$ cat config.mk
export PLATFORM = sky130hd
export DESIGN_NAME = jy_irq_event_gen
export DESIGN_NICKNAME = d
export VERILOG_FILES = /design/src/rtl/jy_irq_event_gen.sv
export SDC_FILE = /design/constraint.sdc
export NUM_CORES = 1
export LEC_CHECK = 0
export ABC_AREA = 1
export ABC_CLOCK_PERIOD_IN_PS = 2320
export CAP_MARGIN = 5
export CORE_MARGIN = 4
export CORE_UTILIZATION = 50
export DETAILED_ROUTE_END_ITERATION = 6
export PLACE_DENSITY = 0.84
export SETUP_SLACK_MARGIN = 0.4
export SYNTH_ARGS = -nofsm -noshare
export SYNTH_HDL_FRONTEND = slang
export SYNTH_SLANG_ARGS = --single-unit
$ cat constraint.sdc
create_clock -name clk_i -period 2.32 [get_ports clk_i]
set_input_delay 0.232 -clock clk_i [delete_from_list [all_inputs] [get_ports clk_i]]
set_output_delay 0.232 -clock clk_i [all_outputs]
set_load 0.01 [all_outputs]
$ cat src/rtl/jy_irq_event_gen.sv
// Event front-end for the J.Y. IRQ prescaler: selects one bus-activity source and emits a
// registered one-clk event pulse, with an M2-timed PPU A12 rising-edge filter for mode 01.
module jy_irq_event_gen #(
    parameter int unsigned LOW_M2   = 3,
    parameter int unsigned HIGH_PPU = 2,
    parameter int unsigned CNT_W    = 4
) (
    input  logic       clk_i,
    input  logic       reset_i,
    input  logic       ce_i,
    input  logic       ppu_ce_i,
    input  logic       prg_write_i,
    input  logic       chr_read_i,
    input  logic       chr_a12_i,
    input  logic [1:0] irq_mode_i,
    input  logic       src_enable_i,
    output logic       event_o,
    output logic [1:0] a12_state_o
);

    localparam logic [1:0] LOW_WAIT = 2'b00;
    localparam logic [1:0] ARMED    = 2'b01;
    localparam logic [1:0] HIGH_CHK = 2'b10;
    localparam logic [1:0] HIGH     = 2'b11;

    localparam logic [CNT_W-1:0] LOW_MAX = CNT_W'(LOW_M2);
    localparam logic [CNT_W-1:0] HI_MAX  = CNT_W'(HIGH_PPU);

    logic [1:0]       state_q, state_d;
    logic [CNT_W-1:0] lowcnt_q, lowcnt_d;
    logic [CNT_W-1:0] hicnt_q, hicnt_d;
    logic [CNT_W-1:0] hicnt_inc;
    logic             a12_q, a12_d;
    logic             event_q, event_d;
    logic             fire;

    assign hicnt_inc = (hicnt_q >= HI_MAX) ? hicnt_q : hicnt_q + 1'b1;

    // PPU strobe is resolved first; a same-clk ce then only counts low time if the
    // filter stayed in LOW_WAIT and the freshly sampled A12 is low.
    always_comb begin
        state_d  = state_q;
        lowcnt_d = lowcnt_q;
        hicnt_d  = hicnt_q;
        a12_d    = ppu_ce_i ? chr_a12_i : a12_q;
        fire     = 1'b0;

        if (ppu_ce_i) begin
            case (state_q)
                LOW_WAIT: begin
                    if (chr_a12_i) lowcnt_d = '0;
                end
                ARMED: begin
                    if (chr_a12_i) begin
                        hicnt_d = CNT_W'(1);
                        if (HIGH_PPU <= 1) begin
                            state_d = HIGH;
                            fire    = 1'b1;
                        end else begin
                            state_d = HIGH_CHK;
                        end
                    end
                end
                HIGH_CHK: begin
                    if (chr_a12_i) begin
                        hicnt_d = hicnt_inc;
                        if (hicnt_inc >= HI_MAX) begin
                            state_d = HIGH;
                            fire    = 1'b1;
                        end
                    end else begin
                        state_d = ARMED;
                        hicnt_d = '0;
                    end
                end
                default: begin
                    if (!chr_a12_i) begin
                        state_d  = LOW_WAIT;
                        lowcnt_d = '0;
                        hicnt_d  = '0;
                    end
                end
            endcase
        end

        if (ce_i && state_q == LOW_WAIT && state_d == LOW_WAIT && !a12_d) begin
            if (lowcnt_d < LOW_MAX) lowcnt_d = lowcnt_d + 1'b1;
            if (lowcnt_d >= LOW_MAX) state_d = ARMED;
        end
    end

    always_comb begin
        event_d = 1'b0;
        case (irq_mode_i)
            2'b00:   event_d = ce_i;
            2'b01:   event_d = fire;
            2'b10:   event_d = ppu_ce_i & chr_read_i;
            default: event_d = ce_i & prg_write_i;
        endcase
    end

    always_ff @(posedge clk_i) begin
        if (reset_i) begin
            state_q  <= LOW_WAIT;
            lowcnt_q <= '0;
            hicnt_q  <= '0;
            a12_q    <= 1'b0;
            event_q  <= 1'b0;
        end else if (!src_enable_i) begin
            state_q  <= LOW_WAIT;
            lowcnt_q <= '0;
            hicnt_q  <= '0;
            a12_q    <= a12_d;
            event_q  <= 1'b0;
        end else begin
            state_q  <= state_d;
            lowcnt_q <= lowcnt_d;
            hicnt_q  <= hicnt_d;
            a12_q    <= a12_d;
            event_q  <= event_d;
        end
    end

    assign event_o     = event_q;
    assign a12_state_o = state_q;

endmodule

Word level (Yosys, flattened, before mapping):

Cells that the tools add are included.

* divide/modulo/power cells: 0
* mux-type cells: 26
* $mul: 0
* add/sub/neg operators: 2
* reductions and logical operators: 10
* order comparisons: 4
* equal/unequal tests: 6
* shifts and indexed selects: 0
* bitwise gates (word level): 4

Operators with widths (number)
* $mux 4: 10
* $mux 2: 7
* $ge 4x2->1 const B: 3
* $pmux 4 s3: 1
* $add 4x1->4 const B: 2
* $pmux 4 s2: 1
* $logic_not 2->1: 3
* $pmux 2 s3: 1
* $mux 1: 5
* $eq 2x1->1 const B: 2
* $eq 2x2->1 const B: 2
* $lt 4x2->1 const B: 1
* $reduce_and 4->1: 1
* $reduce_or 2->1: 2
* $logic_and 1x1->1: 3
* $ne 3x1->1 const B: 1
* $pmux 1 s3: 1
* $and 1x1->1: 2
* $ne 2x2->1 const B: 1
* $not 1->1: 2
* $logic_not 1->1: 1

* ROM bits: 0
* input port bits: 10
* memories: 0
* output and inout bits: 3
* bits in latches: 0
* register bits: 12
* RAM bits: 0

Depth between registers and ports, before layout:

* word-level depth: 14
* gate-level depth with buffers: 16
* depth with buffers taken out: 16

Worst setup path before layout:

Ideal clock, no wire load.

* path kind: register to register
* start point: register state_q[1], in the netlist a12_state_o[1]
* end point: register state_q[0], in the netlist a12_state_o[0]
* setup time: 0.070 ns
* data required time: 2.250 ns
* arrival time: 1.879 ns
* path buffers: 0
* period minus slack after synthesis: 1.949 ns
* stages on the path, launching flop included: 17
* setup slack: 0.371 ns
* cell sequence: dfxtp_1 > inv_1 > ha_1 > nor2_1 > o21ai_1 > nand2_1 > nand2_2 > inv_1 > nor2_4 > ha_1 > inv_1 > nand2_1 > nand2_1 > nand2_1 > inv_1 > nand3_1 > a21oi_1

* longest elaborated chain between the ends: 10
* elaborated cells between the ends (all ways): 23
* classes of those cells: 1 x add/sub; 2 x order compare; 2 x eq/ne; 12 x mux; 6 x reduce/logical

RTL lines
* from (decl): line 29 `logic [1:0] state_q, state_d;`
* from (signal assigned): line 116 `state_q <= state_d;`
* $eq 2x2->1 / $eq 2x1->1 (equally long branches): line 49 `case (state_q)`
* $reduce_or 2->1 (no source line)
* $pmux 4 s2: line 49
* $mux 4: line 48 `if (ppu_ce_i) begin`
* $add 4x1->4 / $lt 4x2->1 (equally long branches): line 87 `if (lowcnt_d < LOW_MAX) lowcnt_d = lowcnt_d + 1'b1;`
* $mux 4: line 87
* $mux 4: line 86 `if (ce_i && state_q == LOW_WAIT && state_d == LOW_WAIT && !a12_d) begin`
* $ge 4x2->1: line 88 `if (lowcnt_d >= LOW_MAX) state_d = ARMED;`
* $mux 2: line 88
* $mux 2 (*): line 86

Mark *: on every way between the ends. The rest lies on a longest branch, timed or not. The select of a mux whose other input is x is not followed.
A chain may end at the register's enable or synchronous reset.

Worst setup path after layout:

Ends and elaborated chain as after synthesis.

==> results.md <==
* Status: finished, final reports clean
* VDD IR max at 0.000407 V
* Row count at 14
* Post-Route WL at 2.15 mm
* Setup-failing EPs final at 0
* Chip Width at 50.2 um
* Slew HR at 66.8%
* Hold Vio Cnt, Final at 0
* Final ANT Viol Nets at 0
* Clock Root Buffer: clkbuf_4
* Tightest Pin Transition at 0.496 ns
* DP HPWL at 1.55 mm
* Via density at 5.00
* TritonCTS clock tree: built
* Antenna cells at 0
* WP data arrival at 2.08 ns
* Crit Path Max Fanout at 5
* Synthesized area per cell at 6.46 um2
* CTS Sinks at 12
* Final core occ at 73.2%
* Total number of vias at 900
* Routability congestion estimate at 0.946
* Die Y at 50.2 um
* Sequential fraction of the synthesis area at 27.0%
* Tightest Hold Check Type: flip-flop to flip-flop
* Most frequent cells in the layout: nand2_1 (30), inv_1 (18), nor2_1 (14), clkdlybuf4s50_1 (12), dfxtp_1 (9)
* Reg power frac at 47.5%
* Number of synthesized register bits at 12
* Clock latency on the worst-skew pair at 0.28 ns
* RSZ-0062 raised after global routing: yes
* Largest net degree at the start of global routing at 9
* Logic pwr share at 14.4%
* Critical path data required time at 2.53 ns
* Worst setup EP type: flip-flop
* Mapped Cells at 138
* Post-route setup TNS at 0 ns
* Drt initial violations at 20
* Max Buffers Root-to-Sink at 2
* Core Footprint at 1590 um2
* Layout net count at 177
* Synthesized area at 891 um2
* PD cells at 374 nW/um2
* Boundary pin count at 13
* Clock network fraction of total power at 38.1%
* Net Switching at 0.105 mW
* Vias in the first global route at 792
* Max Clock Skew at 0.00578 ns
* Tmin final at 1.87 ns
* Fin crit share at 80.8%
* Initial antenna violation count at 0
* WL/cell at 11.9 um
* Max cap viols at 0
* Port-buffer cells at 12
* Clock buffers created by TritonCTS at 3
* Netlist cell types at 22
* CTS clk-pin slew, worst paths at 0.08 ns
* Dpl cell area at 1030 um2
* Share of cells above drive strength 1 at 23.1%
* Type of origin of the critical path: flip-flop
* Fillers at 129
* Remaining Overflow, GRT at 0
* Drt pass-1 iters at 4
* Drt drc at 0
* Fin cells at 180
* Layout area overhead at 30.9%
* Finished layout cell area at 1170 um2
* Die area at 2520 um2
* Sw Share at 24.0%
* Gr usage total at 17.3%
* Cell Count Post-Placement at 173
* Setup CP Type: flip-flop to flip-flop
* FMAX at 0.534 GHz
* Pins Over Slew Limit at 0
* Starting Density at 55.9%
* H-tree depth at 1
* Leading cell type in the layout, fill and taps excluded: nand2_1
* Mapped Nets at 158
* Leak pwr at 0.544 nW
* P_int at 0.331 mW
* Hold slack final at 0.457 ns
* First-pass GRT wire length at 3.36 mm
* Ys Warns at 0
-- final timing paths --
path / endpoint / slack [ns] / depth (start not counted) / start
max: a12_state_o[0]$_SDFF_PP0_ / 0.45 / 16 / a12_state_o[1]$_SDFF_PP0_
min: lowcnt_q[2]$_SDFF_PP0_ / 0.46 / 2 / lowcnt_q[2]$_SDFF_PP0_
max reg2reg: a12_state_o[0]$_SDFF_PP0_ / 0.45 / 16 / a12_state_o[1]$_SDFF_PP0_
min reg2reg: lowcnt_q[2]$_SDFF_PP0_ / 0.46 / 2 / lowcnt_q[2]$_SDFF_PP0_
-- Yosys cell counts --
library cell | n | area, um2
a211oi_1 | 1 | 7.51
a21oi_1 | 10 | 50.1
a21oi_2 | 1 | 8.76
and2_1 | 1 | 6.26
buf_6 | 1 | 11.3
dfxtp_1 | 12 | 240
ha_1 | 10 | 125
inv_1 | 24 | 90.1
inv_2 | 2 | 7.51
nand2_1 | 32 | 120
nand2_2 | 3 | 18.8
nand3_1 | 9 | 45.0
nand4_1 | 2 | 12.5
nor2_1 | 16 | 60.1
nor2_2 | 1 | 6.26
nor2_4 | 1 | 11.3
nor3_1 | 3 | 15.0
o2111ai_1 | 1 | 8.76
o211ai_1 | 1 | 7.51
o21ai_0 | 5 | 25.0
o21ai_1 | 1 | 5.00
o21ai_2 | 1 | 8.76
-- layer usage --
metal | routed length [um] | GRT usage [%]
met3 | 56 | 2.96
met5 | 0 | 0
met4 | 46 | 9.68
met2 | 1130 | 29.6
met1 | 912 | 20.4
-- repair_timing --
item                                    in CTS  in global routing
resized for setup                            8                 17
setup buffers                                1                  2
endpoints found under the setup margin       3                  3
pin swaps                                    0                  9
hold buffers                                 0                  0
-- stage by stage --
| step | total power, mW | setup WS, ns |
|---|---|---|
| final | 0.436 | 0.446 |
| after global routing | 0.457 | 0.326 |
| after CTS | 0.435 | 0.429 |
| after detailed placement | 0.269 | 0.219 |
| after global placement | 0.267 | 0.295 |
| after floorplan | 0.245 | 0.451 |
-- logic make-up (layout without fill, tap and decap cells) --
| group | Yosys count | in the layout | share of synthesized area [%] |
|---|---|---|---|
| AO/OA/AOI/OAI | 21 | 21 | 13.6 |
| adder cells (fa/ha/maj) | 10 | 10 | 14.0 |
| buffers and inverters | 27 | 45 | 12.2 |
| flip-flops | 12 | 12 | 27.0 |
| AND/OR/NAND/NOR | 68 | 68 | 33.1 |
-- flip-flops by register name (all words and copies together), names as in the netlist --
name         count
a12_q            1
a12_state_o      2
event_o          1
hicnt_q          4
lowcnt_q         4
-- worst max-delay path, cell delays in order, from the launching register on --
cell	delay, ns
dfxtp_4	0.39
inv_4	0.05
ha_4	0.25
nor2_4	0.08
o21ai_2	0.05
nand2_1	0.08
nand2_2	0.08
nand2_2	0.09
inv_2	0.05
ha_4	0.15
inv_2	0.06
nand2_1	0.06
nand2_1	0.07
nand2_1	0.06
inv_2	0.06
nand3_2	0.07
a21oi_2	0.13
-- power groups by stage --
stage               clock network, mW  registers [mW]  logic (mW)
finish                          0.166           0.207      0.0628
global route                    0.181           0.207      0.0683
CTS                             0.170           0.207      0.0576
detailed placement                  0           0.214      0.0550
global placement                    0           0.214      0.0532
floorplan                           0           0.215      0.0309
-- cell type report --
cell class	instances	area, um2	area share (%)
repair buffers	15	143	12.2
well taps	24	30.0	2.58
multi-input cells	99	606	51.9
inverters	26	103	8.80
clock buffers	4	36.3	3.11
flip-flops and latches	12	249	21.4
No activity file was read; power rests on OpenSTA's default activity.
